[src/rtl/sprite_rom_pkg.sv]
// Shared constants and types for the end-screen image ROM reader.
package sprite_rom_pkg;

   localparam int IMG_W  = 224;
   localparam int IMG_H  = 256;
   localparam int PIX_W  = 4;
   localparam int ADDR_W = 16;

   typedef enum logic [1:0] {
      IDLE,
      RUN,
      DRAIN,
      FINISH
   } state_e;

   typedef struct packed {
      logic [PIX_W-1:0] data;
      logic             eol;
      logic             eof;
   } pix_tag_t;

   // Length of a window span after clipping against the image edge.
   function automatic logic [9:0] clip_len(input logic [9:0] req,
                                           input logic [9:0] origin,
                                           input logic [9:0] limit);
      logic [9:0] avail;
      avail = (origin < limit) ? (limit - origin) : '0;
      return (req < avail) ? req : avail;
   endfunction

endpackage

[src/rtl/end_screen_reader_if.sv]
// Pixel stream from the end-screen reader to its downstream consumer.
interface end_screen_reader_if #(
   parameter int PIX_W = sprite_rom_pkg::PIX_W
);
   logic             pix_valid;
   logic             pix_ready;
   logic [PIX_W-1:0] pix_data;
   logic             pix_eol;
   logic             pix_eof;

   modport master (
      output pix_valid,
      output pix_data,
      output pix_eol,
      output pix_eof,
      input  pix_ready
   );

   modport slave (
      input  pix_valid,
      input  pix_data,
      input  pix_eol,
      input  pix_eof,
      output pix_ready
   );
endinterface

[src/rtl/pix_fifo.sv]
// Show-ahead FIFO of pixel tags with occupancy count and synchronous flush.
module pix_fifo
   import sprite_rom_pkg::*;
#(
   parameter int DEPTH = 4,
   parameter int CNT_W = $clog2(DEPTH) + 1
) (
   input  logic             Clk,
   input  logic             Reset_n,
   input  logic             flush,
   input  logic             push,
   input  pix_tag_t         push_tag,
   input  logic             pop,
   output pix_tag_t         head_tag,
   output logic [CNT_W-1:0] count
);
   localparam int PTR_W = $clog2(DEPTH);

   pix_tag_t         mem_q [DEPTH];
   logic [PTR_W-1:0] wr_ptr_q, wr_ptr_d;
   logic [PTR_W-1:0] rd_ptr_q, rd_ptr_d;
   logic [CNT_W-1:0] count_q, count_d;
   logic             do_push, do_pop;

   always_comb begin
      do_pop   = pop && (count_q != '0);
      do_push  = push && ((count_q != CNT_W'(DEPTH)) || do_pop);
      wr_ptr_d = wr_ptr_q;
      rd_ptr_d = rd_ptr_q;
      count_d  = count_q;
      if (flush) begin
         do_push  = 1'b0;
         do_pop   = 1'b0;
         wr_ptr_d = '0;
         rd_ptr_d = '0;
         count_d  = '0;
      end else begin
         if (do_push) begin
            wr_ptr_d = wr_ptr_q + PTR_W'(1);
         end
         if (do_pop) begin
            rd_ptr_d = rd_ptr_q + PTR_W'(1);
         end
         count_d = count_q + CNT_W'(do_push) - CNT_W'(do_pop);
      end
   end

   always_ff @(posedge Clk or negedge Reset_n) begin
      if (!Reset_n) begin
         wr_ptr_q <= '0;
         rd_ptr_q <= '0;
         count_q  <= '0;
      end else begin
         wr_ptr_q <= wr_ptr_d;
         rd_ptr_q <= rd_ptr_d;
         count_q  <= count_d;
      end
   end

   always_ff @(posedge Clk) begin
      if (do_push) begin
         mem_q[wr_ptr_q] <= push_tag;
      end
   end

   assign head_tag = mem_q[rd_ptr_q];
   assign count    = count_q;

endmodule

[src/rtl/end_screen_reader.sv]
// Walks a clipped window of the end-screen ROM in row-major order and streams
// palette indices with eol/eof markers over a valid/ready interface.
module end_screen_reader #(
   parameter int IMG_W      = sprite_rom_pkg::IMG_W,
   parameter int IMG_H      = sprite_rom_pkg::IMG_H,
   parameter int ADDR_W     = sprite_rom_pkg::ADDR_W,
   parameter int PIX_W      = sprite_rom_pkg::PIX_W,
   parameter int FIFO_DEPTH = 4
) (
   input  logic                Clk,
   input  logic                Reset_n,
   input  logic                start,
   input  logic                abort,
   input  logic [7:0]          win_x,
   input  logic [7:0]          win_y,
   input  logic [7:0]          win_w,
   input  logic [8:0]          win_h,
   output logic                busy,
   output logic                done,
   output logic [ADDR_W-1:0]   read_address,
   input  logic [PIX_W-1:0]    rom_data,
   end_screen_reader_if.master pix
);
   import sprite_rom_pkg::*;

   localparam int CNT_W = $clog2(FIFO_DEPTH) + 1;

   state_e            state_q, state_d;
   logic [7:0]        x_q, x_d;
   logic [9:0]        eff_w_q, eff_w_d;
   logic [9:0]        eff_h_q, eff_h_d;
   logic [9:0]        col_q, col_d;
   logic [9:0]        row_q, row_d;
   logic [ADDR_W-1:0] row_base_q, row_base_d;
   logic [ADDR_W-1:0] read_address_q, read_address_d;
   logic              s1_valid_q, s1_valid_d;
   logic              s1_eol_q, s1_eol_d;
   logic              s1_eof_q, s1_eof_d;
   logic              s2_valid_q, s2_valid_d;
   logic              s2_eol_q, s2_eol_d;
   logic              s2_eof_q, s2_eof_d;

   logic [9:0]        clip_w, clip_h;
   logic [CNT_W-1:0]  fifo_count, inflight;
   logic              can_issue, last_col, last_row;
   logic              fifo_push, fifo_pop, fifo_flush;
   logic              pix_valid_w;
   pix_tag_t          push_tag, head_tag;

   assign clip_w = clip_len(10'(win_w), 10'(win_x), 10'(IMG_W));
   assign clip_h = clip_len(10'(win_h), 10'(win_y), 10'(IMG_H));

   // Credit counts the FIFO plus both in-flight stages; a same-cycle pop is
   // deliberately not credited so the FIFO can never overflow.
   assign inflight  = CNT_W'(s1_valid_q) + CNT_W'(s2_valid_q);
   assign can_issue = (fifo_count + inflight) < CNT_W'(FIFO_DEPTH);

   assign pix_valid_w = (fifo_count != '0);
   assign fifo_pop    = pix_valid_w && pix.pix_ready;
   assign fifo_push   = s2_valid_q;

   always_comb begin
      push_tag      = '0;
      push_tag.data = rom_data;
      push_tag.eol  = s2_eol_q;
      push_tag.eof  = s2_eof_q;
   end

   always_comb begin
      state_d        = state_q;
      x_d            = x_q;
      eff_w_d        = eff_w_q;
      eff_h_d        = eff_h_q;
      col_d          = col_q;
      row_d          = row_q;
      row_base_d     = row_base_q;
      read_address_d = read_address_q;
      s1_valid_d     = 1'b0;
      s1_eol_d       = 1'b0;
      s1_eof_d       = 1'b0;
      s2_valid_d     = s1_valid_q;
      s2_eol_d       = s1_eol_q;
      s2_eof_d       = s1_eof_q;
      fifo_flush     = 1'b0;
      last_col       = (col_q == eff_w_q - 10'd1);
      last_row       = (row_q == eff_h_q - 10'd1);

      case (state_q)
         IDLE: begin
            if (start) begin
               x_d        = win_x;
               eff_w_d    = clip_w;
               eff_h_d    = clip_h;
               col_d      = '0;
               row_d      = '0;
               row_base_d = ADDR_W'(32'(win_y) * 32'(IMG_W));
               state_d    = ((clip_w == '0) || (clip_h == '0)) ? FINISH : RUN;
            end
         end
         RUN: begin
            if (can_issue) begin
               read_address_d = row_base_q + ADDR_W'(x_q) + ADDR_W'(col_q);
               s1_valid_d     = 1'b1;
               s1_eol_d       = last_col;
               s1_eof_d       = last_col && last_row;
               if (last_col) begin
                  col_d      = '0;
                  row_d      = row_q + 10'd1;
                  row_base_d = row_base_q + ADDR_W'(IMG_W);
                  if (last_row) begin
                     state_d = DRAIN;
                  end
               end else begin
                  col_d = col_q + 10'd1;
               end
            end
         end
         DRAIN: begin
            if (fifo_pop && head_tag.eof && (inflight == '0)) begin
               state_d = FINISH;
            end
         end
         FINISH: begin
            state_d = IDLE;
         end
         default: begin
            state_d = IDLE;
         end
      endcase

      // Abort discards everything queued and beats any start in the same cycle.
      if (abort) begin
         state_d        = IDLE;
         read_address_d = read_address_q;
         s1_valid_d     = 1'b0;
         s2_valid_d     = 1'b0;
         fifo_flush     = 1'b1;
      end
   end

   always_ff @(posedge Clk or negedge Reset_n) begin
      if (!Reset_n) begin
         state_q        <= IDLE;
         x_q            <= '0;
         eff_w_q        <= '0;
         eff_h_q        <= '0;
         col_q          <= '0;
         row_q          <= '0;
         row_base_q     <= '0;
         read_address_q <= '0;
         s1_valid_q     <= 1'b0;
         s1_eol_q       <= 1'b0;
         s1_eof_q       <= 1'b0;
         s2_valid_q     <= 1'b0;
         s2_eol_q       <= 1'b0;
         s2_eof_q       <= 1'b0;
      end else begin
         state_q        <= state_d;
         x_q            <= x_d;
         eff_w_q        <= eff_w_d;
         eff_h_q        <= eff_h_d;
         col_q          <= col_d;
         row_q          <= row_d;
         row_base_q     <= row_base_d;
         read_address_q <= read_address_d;
         s1_valid_q     <= s1_valid_d;
         s1_eol_q       <= s1_eol_d;
         s1_eof_q       <= s1_eof_d;
         s2_valid_q     <= s2_valid_d;
         s2_eol_q       <= s2_eol_d;
         s2_eof_q       <= s2_eof_d;
      end
   end

   pix_fifo #(
      .DEPTH (FIFO_DEPTH),
      .CNT_W (CNT_W)
   ) u_fifo (
      .Clk      (Clk),
      .Reset_n  (Reset_n),
      .flush    (fifo_flush),
      .push     (fifo_push),
      .push_tag (push_tag),
      .pop      (fifo_pop),
      .head_tag (head_tag),
      .count    (fifo_count)
   );

   assign read_address  = read_address_q;
   assign busy          = (state_q != IDLE);
   assign done          = (state_q == FINISH);
   assign pix.pix_valid = pix_valid_w;
   assign pix.pix_data  = pix_valid_w ? head_tag.data : '0;
   assign pix.pix_eol   = pix_valid_w && head_tag.eol;
   assign pix.pix_eof   = pix_valid_w && head_tag.eof;

endmodule

[src/flat_wrapper.sv]
// flat-port wrapper written by rule: the top's interface ports become plain ports
module end_screen_reader_flat import sprite_rom_pkg::*;
#(
   parameter int IMG_W      = sprite_rom_pkg::IMG_W,
   parameter int IMG_H      = sprite_rom_pkg::IMG_H,
   parameter int ADDR_W     = sprite_rom_pkg::ADDR_W,
   parameter int PIX_W      = sprite_rom_pkg::PIX_W,
   parameter int FIFO_DEPTH = 4
)
  (Clk, Reset_n, start, abort, win_x, win_y, win_w, win_h, busy, done, read_address, rom_data, pix_pix_valid, pix_pix_data, pix_pix_eol, pix_pix_eof, pix_pix_ready);
  end_screen_reader_if #(.PIX_W(PIX_W)) pix_i ();
  input  logic Clk;
  input  logic Reset_n;
  input  logic start;
  input  logic abort;
  input  logic [7:0] win_x;
  input  logic [7:0] win_y;
  input  logic [7:0] win_w;
  input  logic [8:0] win_h;
  output logic busy;
  output logic done;
  output logic [ADDR_W-1:0] read_address;
  input  logic [PIX_W-1:0] rom_data;
  output wire logic [$bits(pix_i.pix_valid)-1:0] pix_pix_valid;
  output wire logic [$bits(pix_i.pix_data)-1:0] pix_pix_data;
  output wire logic [$bits(pix_i.pix_eol)-1:0] pix_pix_eol;
  output wire logic [$bits(pix_i.pix_eof)-1:0] pix_pix_eof;
  input wire logic [$bits(pix_i.pix_ready)-1:0] pix_pix_ready;
  assign pix_pix_valid = pix_i.pix_valid;
  assign pix_pix_data = pix_i.pix_data;
  assign pix_pix_eol = pix_i.pix_eol;
  assign pix_pix_eof = pix_i.pix_eof;
  assign pix_i.pix_ready = pix_pix_ready;
  end_screen_reader #(.IMG_W(IMG_W), .IMG_H(IMG_H), .ADDR_W(ADDR_W), .PIX_W(PIX_W), .FIFO_DEPTH(FIFO_DEPTH)) u_core (.Clk(Clk), .Reset_n(Reset_n), .start(start), .abort(abort), .win_x(win_x), .win_y(win_y), .win_w(win_w), .win_h(win_h), .busy(busy), .done(done), .read_address(read_address), .rom_data(rom_data), .pix(pix_i));
endmodule
[config.mk]
export PLATFORM = sky130hd
export DESIGN_NAME = end_screen_reader_flat
export DESIGN_NICKNAME = d
export VERILOG_FILES = /design/src/rtl/sprite_rom_pkg.sv /design/src/rtl/end_screen_reader_if.sv /design/src/rtl/pix_fifo.sv /design/src/rtl/end_screen_reader.sv /design/src/flat_wrapper.sv
export SDC_FILE = /design/constraint.sdc
export NUM_CORES = 1
export LEC_CHECK = 0
export BUFFER_PORTS_ARGS = -buffer_cell sky130_fd_sc_hd__buf_2
export CAP_MARGIN = 20
export CORE_MARGIN = 2
export CORE_UTILIZATION = 55
export DETAILED_ROUTE_END_ITERATION = 7
export PLACE_DENSITY_LB_ADDON = 0.25
export SETUP_SLACK_MARGIN = 0.15
export SYNTH_ARGS = -nofsm -noshare
export SYNTH_HDL_FRONTEND = slang
export SYNTH_SLANG_ARGS = --single-unit
[constraint.sdc]
create_clock -name Clk -period 3.15 [get_ports Clk]
set_input_delay 0.63 -clock Clk [delete_from_list [all_inputs] [get_ports Clk]]
set_output_delay 0.63 -clock Clk [all_outputs]
set_load 0.01 [all_outputs]
==> results of run 1 <==
[through the flow]
| step | hold slack [ps] | setup slack [ps] | utilization | TNS, ps |
|---|---|---|---|---|
| 2_1_floorplan | 331 | -88.2 | - | -317 |
| 3_3_place_gp | 349 | -254 | 0.626 | -1790 |
| 3_5_place_dp | 355 | -317 | 0.626 | -2330 |
| 4_1_cts | 362 | 101 | 0.656 | 0 |
| 5_1_grt | 374 | -92.0 | 0.667 | -92.5 |
| 6_report | 335 | -16.5 | 0.667 | -16.5 |
[report_power, final]
| part | internal, W | leakage (nW) | switching, W |
|---|---|---|---|
| Combinational | 0.00159 | 2.70 | 0.00191 |
| Sequential | 0.00188 | 1.33 | 0.000453 |
| Clock | 0.000569 | 0.150 | 0.000583 |
| Total | 0.00404 | 4.19 | 0.00295 |
[critical path, stage by stage]
cell	delay, ps
buf_6	90
or4_4	520
or2_4	270
o21ai_4	220
nand2_1	80
ha_2	180
or4_4	470
a21oi_2	160
a21oi_2	90
buf_4	160
nor2_4	100
a311oi_2	40
a211o_1	280
mux2i_1	140
[sequential cells by signal, summed over array words and instances, names as in the netlist]
register,count
u_core.s1_eol_q,1
u_core.col_q,10
u_core.u_fifo.count,3
u_core.read_address,16
u_core.row_q,10
u_core.s2_eol_q,1
u_core.row_base_q,11
u_core.u_fifo.mem_q,24
u_core.u_fifo.wr_ptr_q,2
u_core.eff_h_q,9
u_core.s1_eof_q,1
u_core.s2_eof_q,1
u_core.u_fifo.rd_ptr_q,2
u_core.eff_w_q,9
u_core.s1_valid_q,1
u_core.x_q,8
u_core.fifo_push,1
u_core.state_q,2
[kinds of logic (layout without fill, tap and decap cells)]
| group | count (synthesis) | count (layout) |
|---|---|---|
| buffers and inverters | 88 | 213 |
| flip-flops | 112 | 112 |
| adder cells (fa/ha/maj) | 80 | 80 |
| AO/OA/AOI/OAI | 171 | 171 |
| multiplexers | 32 | 32 |
| XOR/XNOR | 65 | 65 |
| AND/OR/NAND/NOR | 253 | 253 |
[worst max path at each step]
stage,slack (ps),to,cells past startpoint
final,-20,u_core.state_q[1],14
after global routing,-90,u_core.state_q[1],14
after CTS,100,u_core.state_q[1],13
after detailed placement,-320,u_core.state_q[1],15
after global placement,-250,u_core.state_q[1],15
after floorplan,-90,u_core.eff_w_q[4],11
[per-layer routing]
metal | vias to the layer above | share of wire
li1 | 3077 | -
met1 | 3095 | 0.43
met2 | 166 | 0.50
met3 | 33 | 0.041
met4 | 0 | 0.023
met5 | - | 0
[cell usage in the layout (no fill, tap or decap), types with 6 or more instances in the layout]
cell type	count
a211oi_1	8
a21o_1	10
a21oi_1	34
a31oi_1	7
and2_1	14
and3_1	6
buf_2	65
buf_4	71
buf_6	6
clkbuf_16	9
dfrtp_1	86
edfxtp_1	24
fa_1	13
ha_1	62
inv_1	53
mux2_2	9
mux2i_1	17
mux4_2	6
nand2_1	81
nand2b_1	9
nand3_1	25
nand3b_1	6
nand4_1	12
nor2_1	39
nor2b_1	9
nor3_1	15
nor4_1	8
o21ai_0	51
o21ai_1	8
o31ai_1	7
or3_1	8
xnor2_1	40
xor2_1	25
[timing repair]
item / 4_1_cts / 5_1_grt
buffers inserted: 5 / 7
pin swaps: 15 / 7
setup endpoints to repair: 9 / 33
gates resized for setup: 13 / 33
hold buffers: 0 / 0
cloned: 0 / 1
[cell type report]
cell class	instances	share of cell area
repair buffers	143	0.103
flip-flops and latches	112	0.319
well taps	180	0.0245
multi-input cells	601	0.498
clock buffers	9	0.0245
inverters	54	0.0221
clock inverters	7	0.00913
==> results.json, run 1 <==
{
  "status": "finished, violations left",
  "failed_checks": "setup timing",
  "dpl.hpwl_um": 13700,
  "synth-edff-count": 24,
  "rr_endpoint": "u_core.state_q[0]",
  "multiInputGateArea_mm2": 0.00457,
  "crit_required_ps": 3420,
  "synth_top_family_by_area": "simple AND/OR/NAND/NOR gates",
  "async_flop_share": 0.786,
  "synth_xor_xnor_area_share": 0.0742,
  "p_leak_nw": 4.19,
  "skew_ps": 13.9,
  "route.detailed.drc": 0,
  "synthTopCellsByArea": "dfrtp_1 (29%), ha_1 (11%), edfxtp_1 (9.4%)",
  "vias_per_cell": 5.76,
  "instances_no_fill": 1106,
  "yosys_warnings": 0,
  "grt_pass1_vias": 6424,
  "ioPinCount": 67,
  "path_max_fanout": 4,
  "vias": 6371,
  "grtUsageMet3": 0.0384,
  "fin_nets": 1043,
  "cts_root_buf": "clkbuf_16",
  "grtUsageTotal": 0.256,
  "yosys.cell_types.count": 65,
  "routedWlPerCell_um": 16.4,
  "hp-class": "in -> async",
  "totalWireLength_um": 18100,
  "numCtsBuffers": 9,
  "synth.avg_cell_area_um2": 9.58,
  "htree_levels": 3,
  "insertion_delay_ps": 360,
  "met1_usage": 0.331,
  "r2r.worst_path.cells": 10,
  "drive_gt1_frac": 0.229,
  "dp.cells": 1077,
  "place.gp.congestion": 0.892,
  "ff2ff_setup_slack_ps": 120,
  "synthToLayoutAreaGrowth_pct": 19.6,
  "ctsLongestPathBuffers": 2,
  "setup_slack_ps": -16.5,
  "tightest_slew_ps": 883,
  "rows": 43,
  "first_pass_iters": 5,
  "synthCells": 801,
  "cp.arrival_ps": 3440,
  "path_class": "in -> reg",
  "netlist_area_mm2": 0.00768,
  "synth_compound_area_frac": 0.140,
  "grt_pass1_wl_um": 30400,
  "netlist.area_leader.share": 0.287,
  "initial_core_util": 0.557,
  "dpl-instance-area_mm2": 0.00862,
  "core_mm2": 0.0138,
  "clk_pin_slew_worst_paths_ps": 80,
  "drt-initial-drc-count": 385,
  "cp-start-kind": "primary input",
  "cts_sinks": 112,
  "antennaDiodeCount": 0,
  "ys_ff_latch": 112,
  "maxCapViolCount": 0,
  "synthMuxAreaShare": 0.0530,
  "tritoncts": "built",
  "crit_path_start": "win_x[3]",
  "synthAdderAreaFrac": 0.143,
  "n_fill_cell": 1111,
  "finalHoldViolations": 0,
  "end_kind": "register",
  "grt_max_degree": 56,
  "grt_use_met2": 0.442,
  "antenna_found_initial": 0,
  "ys_seq_area_frac": 0.381,
  "reg2reg_from": "u_core.eff_w_q[1]",
  "rsz0062_at_grt": "yes",
  "max-vdd-ir-drop_mv": 0.317,
  "fin_area_mm2": 0.00918,
  "period_needed_ps": 3170,
  "synth_top_area_cell": "dfrtp_1",
  "dieWidth_um": 122,
  "setup_viol": 1,
  "yosysMostFrequentCell": "dfrtp_1",
  "relSlewSlack": 0.412,
  "slew_viol_final": 0,
  "clock.fmax_mhz": 316,
  "seq_area_mm2": 0.00293,
  "yosys.area_share.simple": 0.165,
  "design.die.area_mm2": 0.0149,
  "die_h_um": 122,
  "finalPower_w": 0.00699,
  "postRouteAntennaNets": 0,
  "ys.flop_type": "dfrtp_1",
  "powerDensity_mw_per_mm2": 761,
  "synthTopCellsByCount": "dfrtp_1 (88), nand2_1 (84), ha_1 (67)",
  "synth_fp_nets": 923,
  "grt.busiest_layer": "met2",
  "finalCritPeriodShare": 1.01,
  "overflow": 0,
  "numPortBuffers": 66
}
Power figures use the tool's default switching activity.
==> run 2, diff against run 1 <==
Settings changed: BUFFER_PORTS_ARGS -buffer_cell sky130_fd_sc_hd__buf_2 to not set, DONT_BUFFER_PORTS set to 1, SKIP_CTS_REPAIR_TIMING set to 1.
==> results.json, run 2 (synthesis gave the netlist of run 1 again) <==
{
  "routedWlPerCell_um": 17.3,
  "n_fill_cell": 1134,
  "route.detailed.drc": 0,
  "synthToLayoutAreaGrowth_pct": 13.5,
  "grt_max_degree": 89,
  "drive_gt1_frac": 0.140,
  "cp-start-kind": "register",
  "relSlewSlack": 0.412,
  "setup_viol": 0,
  "grtUsageTotal": 0.238,
  "power_frac_seq": 0.345,
  "skew_ps": 12.0,
  "end_kind": "register",
  "cts_root_buf": "clkbuf_16",
  "path_max_fanout": 6,
  "insertion_delay_ps": 360,
  "ctsLongestPathBuffers": 2,
  "tightest_slew_ps": 882,
  "status": "completed",
  "final_util": 0.633,
  "dpl-instance-area_mm2": 0.00809,
  "grt_pass1_vias": 5840,
  "htree_levels": 3,
  "finalPower_w": 0.00692,
  "clock.fmax_mhz": 338,
  "max-vdd-ir-drop_mv": 0.357,
  "drt-initial-drc-count": 455,
  "totalWireLength_um": 17500,
  "rows": 43,
  "combPwrFrac": 0.483,
  "hp-class": "in -> async",
  "powerDensity_mw_per_mm2": 794,
  "p_clk_frac": 0.173,
  "rsz0062_at_grt": "yes",
  "dpl.hpwl_um": 12800,
  "antenna_found_initial": 0,
  "fin_area_mm2": 0.00871,
  "cp.arrival_ps": 3230,
  "ioPinCount": 67,
  "vias_per_cell": 5.92,
  "regMostFlops": "u_core.u_fifo.mem_q",
  "fin_nets": 950,
  "netSwitchingPower_w": 0.00286,
  "p_leak_nw": 3.81,
  "postRouteAntennaNets": 0,
  "dieWidth_um": 122,
  "crit_required_ps": 3420,
  "maxCapViolCount": 0,
  "first_pass_iters": 5,
  "period_needed_ps": 2960,
  "layout_common_cells": "dfrtp_1 (88), nand2_1 (84), ha_1 (64), o21ai_0 (53), inv_1 (52)",
  "tritoncts": "built",
  "swShare": 0.413,
  "slew_viol_final": 0,
  "numCtsBuffers": 9,
  "mostFrequentLayoutCell": "dfrtp_1",
  "largest_register_ffs": 24,
  "grt_pass1_wl_um": 28000,
  "place.gp.congestion": 0.891,
  "finalCritPeriodShare": 0.939,
  "initial_core_util": 0.557,
  "final.setup.tns_ps": 0,
  "finalHoldViolations": 0,
  "internal-power_w": 0.00407,
  "die_h_um": 122,
  "clk_pin_slew_worst_paths_ps": 70,
  "antennaDiodeCount": 0,
  "path_class": "reg -> reg",
  "vias": 5992,
  "numPortBuffers": 0,
  "core_mm2": 0.0138,
  "cts_sinks": 112,
  "design.die.area_mm2": 0.0149,
  "overflow": 0
}
[run 2: changes by cell type in the layout (fill, tap and decap cells not counted), sizes merged]
cell / change
bufinv: +1
clkbuf: +2
clkinvlp: +1
buf: -95
inv: -2
[run 2: metal layers]
| layer | wire length [um] | global-route usage | up-vias |
|---|---|---|---|
| li1 | - | - | 2893 |
| met1 | 7690 | 0.314 | 2924 |
| met2 | 8700 | 0.400 | 154 |
| met3 | 850 | 0.0454 | 21 |
| met4 | 247 | 0.0682 | 0 |
| met5 | 0 | 0 | - |
[run 2: worst paths after layout]
check                      cells after the start  slack, ps                 to         startpoint
min reg2reg                                    0        380    u_core.s2_eof_q    u_core.s1_eof_q
min in group Clk                               1        320  u_core.state_q[0]              abort
max                                           12        190    u_core.row_q[0]  u_core.eff_w_q[1]
max reg2reg                                   12        190    u_core.row_q[0]  u_core.eff_w_q[1]
max in group asynchronous                      1       2620  u_core.eff_w_q[3]            Reset_n
min                                            1        160      u_core.x_q[3]            Reset_n
[run 2: cell type report]
type,count,area (um^2),area share
tap,180,225,0.0258
sequential,112,2920,0.335
timing repair buffer,50,462,0.0530
clock buffer,9,225,0.0258
clock inverter,7,88.8,0.0102
inverter,54,203,0.0233
multi-input combinational,601,4590,0.526
[run 2: power by group through the flow]
stage | clock network [W] | registers, W | logic [W]
4_1_cts | 0.00121 | 0.00237 | 0.00300
2_1_floorplan | 0 | 0.00220 | 0.00237
3_5_place_dp | 0 | 0.00240 | 0.00298
3_3_place_gp | 0 | 0.00238 | 0.00287
6_report | 0.00119 | 0.00239 | 0.00334
5_1_grt | 0.00127 | 0.00244 | 0.00375
[run 2: critical path: stages, from the launching register on]
cell and delay [ps]:
dfrtp_1 400, inv_2 90, ha_4 140, or4b_4 520
nor4b_4 230, a31oi_1 80, a31oi_1 240, o2111ai_2 260
buf_6 230, a21oi_4 290, buf_4 180, nand2_1 50
o21ai_0 190
[run 2: per-stage QoR]
stage / setup WS, ps / std cells / hold slack, ps
after floorplan: -88.2 / 801 / 331
after global placement: -282 / 985 / 337
after detailed placement: -331 / 985 / 337
after CTS: 18.6 / 1001 / -53.3
after global routing: 50.6 / 1013 / 185
final: 192 / 1013 / 157
==> run 3, diff against run 2 <==
Settings changed: CTS_BUF_LIST set to sky130_fd_sc_hd__clkbuf_4.
==> results.json, run 3 (synthesis gave the netlist of run 1 again) <==
{
  "status": "finished, violations left",
  "failed_checks": "hold timing",
  "antenna_found_initial": 0,
  "mostFrequentLayoutCell": "dfrtp_1",
  "ioPinCount": 67,
  "grt_pass1_wl_um": 28000,
  "finalPower_w": 0.00630,
  "rows": 43,
  "dieWidth_um": 122,
  "vias": 5950,
  "largest_register_ffs": 24,
  "hp-class": "in -> async",
  "skew_ps": 31.1,
  "design.die.area_mm2": 0.0149,
  "fin_nets": 945,
  "finalHoldViolations": 6,
  "maxCapViolCount": 0,
  "drive_gt1_frac": 0.128,
  "grt_pass1_vias": 5862,
  "finalCritPeriodShare": 0.924,
  "die_h_um": 122,
  "layout_common_cells": "dfrtp_1 (88), nand2_1 (84), ha_1 (65), o21ai_0 (53), inv_1 (52)",
  "initial_core_util": 0.557,
  "setup_viol": 0,
  "slew_viol_final": 0,
  "insertion_delay_ps": 500,
  "htree_levels": 3,
  "routedWlPerCell_um": 16.9,
  "crit_required_ps": 3590,
  "cp.arrival_ps": 3350,
  "dpl-instance-area_mm2": 0.00809,
  "numCtsBuffers": 9,
  "max-vdd-ir-drop_mv": 0.327,
  "vias_per_cell": 5.90,
  "overflow": 0,
  "first_pass_iters": 4,
  "numPortBuffers": 0,
  "end_kind": "register",
  "grt_max_degree": 89,
  "synthToLayoutAreaGrowth_pct": 9.81,
  "path_class": "reg -> reg",
  "clock.fmax_mhz": 343,
  "dpl.hpwl_um": 12800,
  "tightest_slew_ps": 902,
  "relSlewSlack": 0.399,
  "powerDensity_mw_per_mm2": 747,
  "ff2ff_setup_slack_ps": 240,
  "postRouteAntennaNets": 0,
  "core_mm2": 0.0138,
  "cts_root_buf": "clkbuf_4",
  "tritoncts": "built",
  "path_max_fanout": 6,
  "fin_area_mm2": 0.00843,
  "timing.hold.ws_ps": -10.4,
  "ctsLongestPathBuffers": 2,
  "route.detailed.drc": 0,
  "period_needed_ps": 2910,
  "place.gp.congestion": 0.891,
  "regMostFlops": "u_core.u_fifo.mem_q",
  "dp.cells": 985,
  "instances_no_fill": 1009,
  "p_leak_nw": 3.69,
  "drt-initial-drc-count": 429,
  "clk_pin_slew_worst_paths_ps": 180,
  "cts_sinks": 112,
  "grtUsageTotal": 0.236,
  "cp-start-kind": "register",
  "rsz0062_at_grt": "yes",
  "totalWireLength_um": 17000
}
==> run 3: cell types whose count changed in the layout (fill, tap and decap cells not counted), moves of 2 or more <==
cell	delta
a311oi_1	+2
buf_6	-3
a311oi_2	-2
clkbuf_16	-11
clkbuf_4	+9
==> run 3: layout make-up <==
cell class / instances / area (um^2)
Fill cell: 1178 / 5340
Multi-Input combinational cell: 601 / 4540
Sequential cell: 112 / 2920
Timing Repair Buffer: 45 / 378
Tap cell: 180 / 225
Inverter: 54 / 203
Clock inverter: 7 / 88.8
Clock buffer: 9 / 67.6
Antenna cell: 1 / 2.50
==> run 3: path summary, 6_finish.rpt <==
path,endpoint,depth (start not counted),startpoint
setup / recovery,u_core.row_q[8],10,u_core.eff_w_q[1]
hold / removal,u_core.x_q[2],1,Reset_n
setup reg to reg,u_core.row_q[8],10,u_core.eff_w_q[1]
hold reg to reg,u_core.s2_eol_q,0,u_core.s1_eol_q
max in group asynchronous,u_core.eff_w_q[3],1,Reset_n
min in group Clk,u_core.u_fifo.wr_ptr_q[1],1,abort
==> run 3: where the power goes <==
group          total (W)  internal, W  switching, W
registers        0.00238      0.00187      0.000504
logic            0.00315      0.00143       0.00172
clock network   0.000775     0.000257      0.000518
==> run 3: stage by stage <==
stage,setup TNS (ps),setup WS (ps),utilization
after floorplan,-317,-88.2,-
after global placement,-1800,-282,0.587
after detailed placement,-2160,-331,0.587
after CTS,0,19.3,0.599
after global routing,0,109,0.612
final,0,238,0.612
==> run 3: worst max-delay path: stages (launching register included) <==
cell	delay (ps)
dfrtp_1	420
inv_2	80
ha_4	130
or4b_4	510
nor4b_4	230
a31oi_1	80
a31oi_1	240
o2111ai_2	260
a21o_1	250
or4_1	520
a21oi_2	140
==> run 3: metal layers <==
metal / wire length, um / part of all wire / GRT usage / vias up
li1: - / - / - / 2882
met1: 7620 / 0.45 / 0.312 / 2887
met2: 8330 / 0.49 / 0.397 / 159
met3: 764 / 0.045 / 0.0337 / 22
met4: 286 / 0.017 / 0.0833 / 0
met5: 0 / 0 / 0 / -
